**src/rtl/weight_sram_arb_pkg.sv**
```systemverilog
// Shared widths, request records and grant encoding for the weight SRAM arbiter.
package weight_sram_arb_pkg;

   localparam int ADDR_W = 12;
   localparam int DATA_W = 32;
   localparam int BYTE_W = 8;

   typedef struct packed {
      logic [ADDR_W-1:0] addr;
      logic [DATA_W-1:0] data;
   } wr_req_t;

   typedef struct packed {
      logic [ADDR_W-1:0] addr;
   } rd_req_t;

   typedef enum logic [1:0] {
      GNT_NONE,
      GNT_WR,
      GNT_RD
   } grant_e;

   // Q0 is the most significant byte of the returned word.
   function automatic logic [DATA_W-1:0] pack_q(
      input logic [BYTE_W-1:0] q0,
      input logic [BYTE_W-1:0] q1,
      input logic [BYTE_W-1:0] q2,
      input logic [BYTE_W-1:0] q3
   );
      return {q0, q1, q2, q3};
   endfunction

endpackage

```
**src/rtl/weight_sram_arbiter_if.sv**
```systemverilog
// Request ports, response port and SRAM pins of the weight SRAM arbiter.
interface weight_sram_arbiter_if;
   import weight_sram_arb_pkg::*;

   logic              wr_req_valid;
   logic              wr_req_ready;
   logic [ADDR_W-1:0] wr_req_addr;
   logic [DATA_W-1:0] wr_req_data;

   logic              rd_req_valid;
   logic              rd_req_ready;
   logic [ADDR_W-1:0] rd_req_addr;

   logic              rd_rsp_valid;
   logic              rd_rsp_ready;
   logic [DATA_W-1:0] rd_rsp_data;

   logic              sram_ceb;
   logic              sram_web;
   logic [ADDR_W-1:0] sram_a;
   logic [DATA_W-1:0] sram_d;
   logic [BYTE_W-1:0] sram_q0;
   logic [BYTE_W-1:0] sram_q1;
   logic [BYTE_W-1:0] sram_q2;
   logic [BYTE_W-1:0] sram_q3;

   modport slave (
      input  wr_req_valid, wr_req_addr, wr_req_data,
      input  rd_req_valid, rd_req_addr, rd_rsp_ready,
      input  sram_q0, sram_q1, sram_q2, sram_q3,
      output wr_req_ready, rd_req_ready, rd_rsp_valid, rd_rsp_data,
      output sram_ceb, sram_web, sram_a, sram_d
   );

   modport master (
      output wr_req_valid, wr_req_addr, wr_req_data,
      output rd_req_valid, rd_req_addr, rd_rsp_ready,
      output sram_q0, sram_q1, sram_q2, sram_q3,
      input  wr_req_ready, rd_req_ready, rd_rsp_valid, rd_rsp_data,
      input  sram_ceb, sram_web, sram_a, sram_d
   );

endinterface

```
**src/rtl/weight_sram_rsp_fifo.sv**
```systemverilog
// In-order read response FIFO; head reads as zero while empty.
module weight_sram_rsp_fifo
   import weight_sram_arb_pkg::*;
#(
   parameter int DEPTH = 2,
   parameter int WIDTH = DATA_W,
   localparam int CNT_W = $clog2(DEPTH + 1),
   localparam int PTR_W = $clog2(DEPTH)
) (
   input  logic             CLK,
   input  logic             RST,
   input  logic             push,
   input  logic [WIDTH-1:0] push_data,
   input  logic             pop,
   output logic             valid,
   output logic [WIDTH-1:0] head,
   output logic [CNT_W-1:0] occupancy
);

   logic [WIDTH-1:0] mem [DEPTH];
   logic [PTR_W-1:0] wr_ptr;
   logic [PTR_W-1:0] rd_ptr;
   logic             full;
   logic             do_push;
   logic             do_pop;

   function automatic logic [PTR_W-1:0] next_ptr(input logic [PTR_W-1:0] p);
      return (p == PTR_W'(DEPTH - 1)) ? '0 : p + PTR_W'(1);
   endfunction

   assign valid   = (occupancy != '0);
   assign full    = (occupancy == CNT_W'(DEPTH));
   assign do_pop  = pop & valid;
   // A push into a full FIFO is only taken when the head leaves in the same cycle.
   assign do_push = push & (~full | do_pop);
   assign head    = valid ? mem[rd_ptr] : '0;

   always_ff @(posedge CLK) begin
      if (do_push && !RST) begin
         mem[wr_ptr] <= push_data;
      end
   end

   always_ff @(posedge CLK) begin
      if (RST) begin
         wr_ptr    <= '0;
         rd_ptr    <= '0;
         occupancy <= '0;
      end else begin
         if (do_push) wr_ptr <= next_ptr(wr_ptr);
         if (do_pop)  rd_ptr <= next_ptr(rd_ptr);
         unique case ({do_push, do_pop})
            2'b10:   occupancy <= occupancy + CNT_W'(1);
            2'b01:   occupancy <= occupancy - CNT_W'(1);
            default: occupancy <= occupancy;
         endcase
      end
   end

endmodule

```
**src/rtl/weight_sram_arbiter.sv**
```systemverilog
// Round-robin write/read arbiter for the single-port weight SRAM with a
// credit-checked read response FIFO.
module weight_sram_arbiter
   import weight_sram_arb_pkg::*;
#(
   parameter int RSP_DEPTH = 2
) (
   input logic                  CLK,
   input logic                  RST,
   weight_sram_arbiter_if.slave bus
);

   localparam int CNT_W = $clog2(RSP_DEPTH + 1);

   wr_req_t          wr_req;
   rd_req_t          rd_req;
   grant_e           grant;
   logic             last_grant_rd;
   logic             inflight;
   logic             rsp_valid;
   logic             pop;
   logic [CNT_W-1:0] occupancy;
   logic [CNT_W:0]   committed;
   logic             rd_elig;
   logic             wr_elig;

   assign wr_req = {bus.wr_req_addr, bus.wr_req_data};
   assign rd_req = bus.rd_req_addr;

   assign pop = rsp_valid & bus.rd_rsp_ready;

   // Slots already owed to the consumer, crediting a head leaving this cycle.
   assign committed = {1'b0, occupancy} + (CNT_W + 1)'(inflight) - (CNT_W + 1)'(pop);

   assign wr_elig = bus.wr_req_valid;
   assign rd_elig = bus.rd_req_valid & (committed < (CNT_W + 1)'(RSP_DEPTH));

   always_comb begin
      grant = GNT_NONE;
      if (!RST) begin
         if (wr_elig && rd_elig) begin
            grant = last_grant_rd ? GNT_WR : GNT_RD;
         end else if (wr_elig) begin
            grant = GNT_WR;
         end else if (rd_elig) begin
            grant = GNT_RD;
         end
      end
   end

   assign bus.wr_req_ready = (grant == GNT_WR);
   assign bus.rd_req_ready = (grant == GNT_RD);

   always_comb begin
      bus.sram_ceb = 1'b1;
      bus.sram_web = 1'b1;
      bus.sram_a   = '0;
      bus.sram_d   = '0;
      unique case (grant)
         GNT_WR: begin
            bus.sram_ceb = 1'b0;
            bus.sram_web = 1'b0;
            bus.sram_a   = wr_req.addr;
            bus.sram_d   = wr_req.data;
         end
         GNT_RD: begin
            bus.sram_ceb = 1'b0;
            bus.sram_a   = rd_req.addr;
         end
         default: ;
      endcase
   end

   always_ff @(posedge CLK) begin
      if (RST) begin
         last_grant_rd <= 1'b1;
         inflight      <= 1'b0;
      end else begin
         inflight <= (grant == GNT_RD);
         if (grant == GNT_WR) last_grant_rd <= 1'b0;
         if (grant == GNT_RD) last_grant_rd <= 1'b1;
      end
   end

   // Q is valid the cycle after a read grant; a read cut short by reset is dropped.
   weight_sram_rsp_fifo #(
      .DEPTH (RSP_DEPTH),
      .WIDTH (DATA_W)
   ) u_fifo (
      .CLK       (CLK),
      .RST       (RST),
      .push      (inflight & ~RST),
      .push_data (pack_q(bus.sram_q0, bus.sram_q1, bus.sram_q2, bus.sram_q3)),
      .pop       (pop),
      .valid     (rsp_valid),
      .head      (bus.rd_rsp_data),
      .occupancy (occupancy)
   );

   assign bus.rd_rsp_valid = rsp_valid;

endmodule

```
**src/flat_wrapper.sv**
```systemverilog
// flat-port wrapper written by rule: the top's interface ports become plain ports
module weight_sram_arbiter_flat import weight_sram_arb_pkg::*;
#(
   parameter int RSP_DEPTH = 2
)
  (CLK, RST, bus_wr_req_valid, bus_wr_req_addr, bus_wr_req_data, bus_rd_req_valid, bus_rd_req_addr, bus_rd_rsp_ready, bus_sram_q0, bus_sram_q1, bus_sram_q2, bus_sram_q3, bus_wr_req_ready, bus_rd_req_ready, bus_rd_rsp_valid, bus_rd_rsp_data, bus_sram_ceb, bus_sram_web, bus_sram_a, bus_sram_d);
  weight_sram_arbiter_if bus_i ();
  input logic CLK;
  input logic RST;
  input wire logic [$bits(bus_i.wr_req_valid)-1:0] bus_wr_req_valid;
  input wire logic [$bits(bus_i.wr_req_addr)-1:0] bus_wr_req_addr;
  input wire logic [$bits(bus_i.wr_req_data)-1:0] bus_wr_req_data;
  input wire logic [$bits(bus_i.rd_req_valid)-1:0] bus_rd_req_valid;
  input wire logic [$bits(bus_i.rd_req_addr)-1:0] bus_rd_req_addr;
  input wire logic [$bits(bus_i.rd_rsp_ready)-1:0] bus_rd_rsp_ready;
  input wire logic [$bits(bus_i.sram_q0)-1:0] bus_sram_q0;
  input wire logic [$bits(bus_i.sram_q1)-1:0] bus_sram_q1;
  input wire logic [$bits(bus_i.sram_q2)-1:0] bus_sram_q2;
  input wire logic [$bits(bus_i.sram_q3)-1:0] bus_sram_q3;
  output wire logic [$bits(bus_i.wr_req_ready)-1:0] bus_wr_req_ready;
  output wire logic [$bits(bus_i.rd_req_ready)-1:0] bus_rd_req_ready;
  output wire logic [$bits(bus_i.rd_rsp_valid)-1:0] bus_rd_rsp_valid;
  output wire logic [$bits(bus_i.rd_rsp_data)-1:0] bus_rd_rsp_data;
  output wire logic [$bits(bus_i.sram_ceb)-1:0] bus_sram_ceb;
  output wire logic [$bits(bus_i.sram_web)-1:0] bus_sram_web;
  output wire logic [$bits(bus_i.sram_a)-1:0] bus_sram_a;
  output wire logic [$bits(bus_i.sram_d)-1:0] bus_sram_d;
  assign bus_i.wr_req_valid = bus_wr_req_valid;
  assign bus_i.wr_req_addr = bus_wr_req_addr;
  assign bus_i.wr_req_data = bus_wr_req_data;
  assign bus_i.rd_req_valid = bus_rd_req_valid;
  assign bus_i.rd_req_addr = bus_rd_req_addr;
  assign bus_i.rd_rsp_ready = bus_rd_rsp_ready;
  assign bus_i.sram_q0 = bus_sram_q0;
  assign bus_i.sram_q1 = bus_sram_q1;
  assign bus_i.sram_q2 = bus_sram_q2;
  assign bus_i.sram_q3 = bus_sram_q3;
  assign bus_wr_req_ready = bus_i.wr_req_ready;
  assign bus_rd_req_ready = bus_i.rd_req_ready;
  assign bus_rd_rsp_valid = bus_i.rd_rsp_valid;
  assign bus_rd_rsp_data = bus_i.rd_rsp_data;
  assign bus_sram_ceb = bus_i.sram_ceb;
  assign bus_sram_web = bus_i.sram_web;
  assign bus_sram_a = bus_i.sram_a;
  assign bus_sram_d = bus_i.sram_d;
  weight_sram_arbiter #(.RSP_DEPTH(RSP_DEPTH)) u_core (.CLK(CLK), .RST(RST), .bus(bus_i));
endmodule
```
**config.mk**
```make
export PLATFORM = sky130hd
export DESIGN_NAME = weight_sram_arbiter_flat
export DESIGN_NICKNAME = d
export VERILOG_FILES = /design/src/rtl/weight_sram_arb_pkg.sv /design/src/rtl/weight_sram_arbiter_if.sv /design/src/rtl/weight_sram_rsp_fifo.sv /design/src/rtl/weight_sram_arbiter.sv /design/src/flat_wrapper.sv
export SDC_FILE = /design/constraint.sdc
export NUM_CORES = 1
export LEC_CHECK = 0
export ABC_AREA = 1
export CORE_MARGIN = 2
export CORE_UTILIZATION = 35
export CTS_BUF_LIST = sky130_fd_sc_hd__clkbuf_4 sky130_fd_sc_hd__clkbuf_8
export CTS_CLUSTER_SIZE = 28
export DETAILED_ROUTE_END_ITERATION = 10
export GPL_TIMING_DRIVEN = 0
export PLACE_DENSITY = 0.82
export SETUP_SLACK_MARGIN = 0.1
export SLEW_MARGIN = 30
export SYNTH_ARGS = -nofsm -noshare
export SYNTH_HDL_FRONTEND = slang
export SYNTH_HIERARCHICAL = 1
export SYNTH_SLANG_ARGS = --single-unit
```
**constraint.sdc**
```tcl
create_clock -name CLK -period 8 [get_ports CLK]
set_clock_uncertainty 0.2 [all_clocks]
set_input_delay 1.6 -clock CLK [delete_from_list [all_inputs] [get_ports CLK]]
set_output_delay 1.6 -clock CLK [all_outputs]
set_load 0.02 [all_outputs]
```
# Yosys cells after proc, flatten, opt, wreduce, memory -nomap -nowiden
# Memories as Yosys holds them, arrays and structs flattened. A register that Yosys moved wholly into a read port is not among the register bits.
# Cells that the tools add are included.
# word_totals
regBits	6
mem_bits_rw	64
wordCells	50
n_memories	1
# classes
n_addsub	6
magnitude_cmp	1
n_eq_ne	5
muxes	17
n_bitwise	8
n_reduce_logical	7
# mem_list
name	words	width	read_ports	rd_clocked_by_memory_dff	write_ports	line_no	text
u_core.u_fifo.mem	2	32	1	1	1	weight_sram_rsp_fifo.sv:20	logic [WIDTH-1:0] mem [DEPTH];
# ops
operator	n
$mux 32	2
$pmux 12 s2	1
$mux 2	5
$mux 1	8
$eq 2x2->1 const B	3
$and 1x1->1	5
$eq 2x1->1 const B	2
$pmux 2 s2	1
$reduce_bool 2->1	2
$reduce_or 2->1	2
$add 2x1->3	1
$lt 3x2->1 const B	1
$sub 3x1->3	1
$add 1x1->1 const B	2
$add 2x1->2 const B	1
$logic_and 1x1->1	2
$not 1->1	2
$sub 2x1->2 const B	1
$logic_not 1->1	1
$or 1x1->1	1

# Logic depth before layout (Yosys ltp)
# depth
depth_word	12
ltp_mapped	18
depth_no_buf	15

# By module
# Netlist, hierarchy kept.
# by_module_without_submodules
module	instances	cells_each	area_per_inst_um2
weight_sram_rsp_fifo	1	209	2637.5
weight_sram_arbiter	1	140	721.9

# Worst setup path after synthesis
# OpenSTA, ideal clock, no wires.
# synth_timing
path_kind	in2out
start	in bus_rd_rsp_ready
end	out bus_sram_a[1]
arrival_ps	4098
path_slack_ps	2102
stages	13
path_buffers	1
cell_sequence	nand2_1 -> inv_1 -> ha_1 -> or2_2 -> fa_1 -> nand2_1 -> inv_1 -> nand3_1 -> o21ai_0 -> ha_1 -> buf_2 -> nand2_1 -> a21oi_1
# synth_between
elab_chain_cells	10
word_cells_on_any_way	12
cone_classes	add/sub (1); order compare (1); eq/ne (2); mux (5); bitwise (2); reduce/logical (1)
# synth_lines
item	line_no	text
start, declared	flat_wrapper.sv:15	input wire logic [$bits(bus_i.rd_rsp_ready)-1:0] bus_rd_rsp_ready;
$and 1x1->1 *	weight_sram_arbiter.sv:30	assign pop = rsp_valid & bus.rd_rsp_ready;
via u_core.pop	weight_sram_arbiter.sv:21	logic pop;
$sub 3x1->3 *	weight_sram_arbiter.sv:33	assign committed = {1'b0, occupancy} + (CNT_W + 1)'(inflight) - (CNT_W + 1)'(pop);
$lt 3x2->1 *	weight_sram_arbiter.sv:36	assign rd_elig = bus.rd_req_valid & (committed < (CNT_W + 1)'(RSP_DEPTH));
$and 1x1->1 *	weight_sram_arbiter.sv:36	
$mux 2	weight_sram_arbiter.sv:45	end else if (rd_elig) begin
$mux 2	weight_sram_arbiter.sv:43	end else if (wr_elig) begin
$mux 2 *	weight_sram_arbiter.sv:41	if (wr_elig && rd_elig) begin
$mux 2 *	weight_sram_arbiter.sv:40	if (!RST) begin
$eq 2x2->1 *	n/a	
via bus_rd_req_ready	flat_wrapper.sv:21	output wire logic [$bits(bus_i.rd_req_ready)-1:0] bus_rd_req_ready;
$pmux 12 s2 *	weight_sram_arbiter.sv:59	unique case (grant)
end, declared	flat_wrapper.sv:26	output wire logic [$bits(bus_i.sram_a)-1:0] bus_sram_a;
# The timed path passes the listed nets; every way through them passes the cells marked *.

# Final worst setup path
# layout_timing
start	in bus_rd_rsp_ready
end	out bus_sram_a[2]
# layout_between
elab_chain_cells	10
word_cells_on_any_way	12
cone_classes	add/sub (1); order compare (1); eq/ne (2); mux (5); bitwise (2); reduce/logical (1)
# layout_lines
item	line_no
$and 1x1->1 *	weight_sram_arbiter.sv:30
via u_core.pop	weight_sram_arbiter.sv:21
$sub 3x1->3 *	weight_sram_arbiter.sv:33
$lt 3x2->1 *	weight_sram_arbiter.sv:36
$and 1x1->1 *	weight_sram_arbiter.sv:36
$mux 2	weight_sram_arbiter.sv:45
$mux 2	weight_sram_arbiter.sv:43
$mux 2 *	weight_sram_arbiter.sv:41
$mux 2 *	weight_sram_arbiter.sv:40
$eq 2x2->1 / $eq 2x1->1 (equally long branches)	weight_sram_arbiter.sv:59
$pmux 12 s2 *	weight_sram_arbiter.sv:59
# Marks and branches as above.

==> out/metrics.sh <==
ENDPOINT_KIND='output pin'
TOTAL_POWER_mW=0.809
ROUTE.VIAS.TOTAL=2980
POST_SYNTH_INSTANCE_AREA_SQ_UM=3360
GATE_POWER_SHARE_PCT=15.4
CLOCK_POWER_SHARE_PCT=34.4
FF_LATCH_AREA_SQ_UM=2060
CTS_ROOT_BUF='clkbuf_8'
TIMING.FINAL.MAX_SLEW_VIOLATIONS=0
HTREE_NUM_LEVELS=3
SHARE_SEQ_OF_TOTAL_POWER_PCT=50.2
GRT_UTIL_ALL_LAYERS_PCT=17.1
FLOORPLAN.ROWS=35
GR-TOTAL-OVERFLOW=0
NETLIST-CELL-TYPE-COUNT=24
MIN_TO='u_core/u_fifo/wr_ptr'
YOSYS_REGISTER_BITS=71
ROUTE.MET2.WL_MM=4.41
CP_DATA_ARRIVAL_TIME_NS=4.98
DRT-PASS1-ITER-COUNT=4
NUMCTSBUFFERS=9
MAXCLOCKFREQUENCY_MHz=147
SYNTHESIS.NETS=448
MET1_LENGTH_MM=3.47
SLEW_HEADROOM_PCT=51.8
CTS_TREE='done'
POST_CTS_RESIZED=0
DPL.HPWL_MM=6.84
INITIAL_ANTENNA_VIOLATION_COUNT=0
MIN_PERIOD_NS=6.78
START_KIND='primary input'
CTS_SINKS=71
FINAL_NETS=636
WHS_NS=0.267
MULTI_INPUT_COMB_AREA_SQ_UM=986
REG2REG_TO='u_core/inflight'
CRITPATHMAXFANOUT=10
CP_COMMON_CELL='nand2_1'
CTS_SETUP_BUFFERS=0
FIRST_PASS_GRT_WIRE_LENGTH_MM=13.8
NETSWITCHINGPOWER_mW=0.188
CP_DATA_REQUIRED_TIME_NS=6.20
REG2REG_SETUP_SLACK_NS=4.48
LAYOUT_FILLERS=786
CRIT_TYPE='primary input to output pin'
SYNTHESIS.INSTANCES=349
YS_SEQ_AREA_SHARE_PCT=61.4
PIN_COUNT=174
MET3ROUTEDLENGTH_UM=896
POST-ROUTE-DRC-COUNT=0
LARGEST_STAGE_DELAY_WORST_PATH_NS=0.62
DESIGN.DIE.AREA_SQ_UM=10400
TIMING.CRITICAL_PATH.CELLS='clkdlybuf4s50_1, nand2_1, inv_1, ha_1, or2_2, fa_1, nand2_1, inv_1, nand3_1, o21ai_0, ha_1, buf_2, nand2_1, a21oi_2, clkdlybuf4s50_1'
FIN_AREA_SQ_UM=5490
CLKLATENCYLATEPIN_NS=0.33
AVGVIACOUNTPERCELL=4.44
DIE_W_UM=102
CP_SLOWEST_CELL='clkdlybuf4s50_1'
TOP_METAL_LAYER_CARRYING_ROUTED_SIGNALS='met4'
OUTCOME='complete, no violations'
WORST_PIN_SLEW_NS=0.723
SYNTH.AVG_CELL_AREA_SQ_UM=9.63
NUMBER_OF_SYNTHESIS_WARNINGS=6
DIODES=0
SETUP_VIOLATIONS=0
HP-CLASS='flop to flop'
MAX_CAP_CHECK_VIOLATION_COUNT=0
POWER.SWITCHING_FRACTION_PCT=23.2
DRT.ANTENNA.VIOLATING_NETS=0
GRT_MAX_DEGREE=33
WORST_PATH_DOMINANT_CELL_FAMILY='buffers and inverters'
POSTCTSHOLDBUFS=0
DRTITER0DRC=122
FIN_SETUP_TNS_NS=0
AREA_DELTA_SYNTH_FINAL_PCT=63.5
CTSLONGESTPATHBUFFERS=2
AVGROUTEDWIREPERCELL_UM=13.2
P_LEAK_nW=2.21
FP.COREAREA_SQ_UM=9280
GPL.FINAL_WEIGHTED_CONGESTION=0.736
WORSTHOLDPATHCELLS=2
ROUTED_WL_MM=8.85
CRITICAL_PATH_BUF_INV_COUNT=5
FRACTION_OF_LAYOUT_INSTANCES_USING_A_DRIVE_STRENGTH_ABOVE_1_PCT=10.9
PLACE_AREA_SQ_UM=5300
FIN_WS_NS=1.22
DPL_WORST_SLACK_NS=1.22
HOLD_PATH.STARTPOINT='u_core/u_fifo/wr_ptr'
POWER.INTERNAL_mW=0.622
WORST_IR_DROP_VDD_mV=0.0923
LAYOUT_WORST_PATH_CYCLE_SHARE_PCT=84.8
R2R_CELLS=16
PORT_BUFFERS=173
GRT_PASS1_VIAS=3001
GRT_SETUP_UNREPAIRED='no'
WORST_R2R_STARTPOINT='u_core/u_fifo/occupancy[1]'
WORST_SETUP_HOLD_PATH_CLK_SLEW_NS=0.07
HOLD_VIOL=0
INITIAL_UTILIZATION_PCT=36.2
CHIPHEIGHT_UM=102
P_PER_AREA_nW_PER_UM2=147
-- area by class of cell --
class                   instances  area share [%]
repair buffers                177            32.2
clock buffers                   9            2.26
well taps                     129            2.94
clock inverters                 7            1.32
multi-input cells             209            18.0
flip-flops and latches         71            37.5
inverters                      52            3.55
plain buffers                  17            2.21
-- cells by family (layout without fill, tap and decap cells) --
logic type | after synthesis | count (layout) | share of synthesized area [%]
DFF | 71 | 71 | 61.4
buffers and inverters | 69 | 262 | 9.42
adders and majority gates | 6 | 6 | 2.46
and+or+nand+nor | 154 | 154 | 18.5
AOI/OAI and AO/OA | 49 | 49 | 8.27
-- layout by cell type, fill, tap and decap left out, drive strengths merged, types with 5 or more instances in the layout --
master	count
clkdlybuf4s50	173
edfxtp	64
nor2	15
ha	5
a21oi	45
inv	53
clkbuf	9
nand2	132
dfxtp	7
buf	21
-- sequential cells by signal (all words and copies together), names as in the netlist, named ones only --
register and flops:
u_core/u_fifo/mem 64, u_core/u_fifo/occupancy 2, u_core/inflight 1, u_core/last_grant_rd 1, u_core/u_fifo/rd_ptr 1, u_core/u_fifo/wr_ptr 1
-- worst max path at each step --
stage,start,end,slack [ns],cells after the start
2_1_floorplan,bus_rd_rsp_ready,bus_sram_a[1],2.10,13
3_3_place_gp,bus_rd_rsp_ready,bus_sram_a[2],1.24,15
3_5_place_dp,bus_rd_rsp_ready,bus_sram_a[8],1.22,15
4_1_cts,bus_rd_rsp_ready,bus_sram_a[3],1.19,15
5_1_grt,bus_rd_rsp_ready,bus_sram_a[2],0.98,15
6_report,bus_rd_rsp_ready,bus_sram_a[2],1.22,15
-- synth_stat cells --
| library cell | instances | share of area (%) |
|---|---|---|
| a211o_1 | 1 | 0.26 |
| a21o_1 | 1 | 0.22 |
| a21oi_1 | 38 | 5.7 |
| a21oi_2 | 7 | 1.8 |
| buf_12 | 1 | 0.60 |
| buf_2 | 9 | 1.3 |
| buf_4 | 6 | 1.3 |
| buf_6 | 1 | 0.34 |
| dfxtp_1 | 7 | 4.2 |
| edfxtp_1 | 64 | 57 |
| fa_1 | 1 | 0.60 |
| ha_1 | 5 | 1.9 |
| inv_1 | 49 | 5.5 |
| inv_2 | 3 | 0.34 |
| nand2_1 | 124 | 14 |
| nand2_2 | 8 | 1.5 |
| nand3_1 | 3 | 0.45 |
| nand4_1 | 2 | 0.37 |
| nor2_1 | 13 | 1.5 |
| nor2_2 | 1 | 0.19 |
| nor2_4 | 1 | 0.34 |
| nor3_1 | 1 | 0.15 |
| o21ai_0 | 2 | 0.30 |
| or2_2 | 1 | 0.19 |
-- worst reg2reg max path, cell delays in order (launching register included) --
cell and delay [ns]:
dfxtp_1 0.41, nor2_4 0.25, buf_2 0.28, inv_1 0.09
nand2_1 0.07, inv_1 0.05, ha_1 0.28, or2_2 0.30
fa_1 0.49, nand2_1 0.05, inv_1 0.04, nand3_1 0.10
o21ai_0 0.25, ha_1 0.25, buf_2 0.23, inv_1 0.06
nor2_1 0.07
-- per-stage QoR --
stage          std cells  utilization (%)
5_1_grt              671             59.2
3_5_place_dp         655             57.0
2_1_floorplan        349                -
6_report             671             59.2
3_3_place_gp         651             56.6
4_1_cts              671             59.2
-- metal layers --
layer	GRT usage (%)	vias to the layer above
li1	-	1490
met3	6.70	6
met2	29.9	139
met1	19.6	1345
met5	0	-
met4	4.41	0
-- power groups by stage --
stage	clock, mW	sequential [mW]	combinational [mW]
6_report	0.279	0.406	0.124
5_1_grt	0.301	0.406	0.134
4_1_cts	0.286	0.406	0.126
3_5_place_dp	0	0.415	0.125
3_3_place_gp	0	0.415	0.123
2_1_floorplan	0	0.415	0.0455
Note: power is estimated with default switching activity, not from simulation.
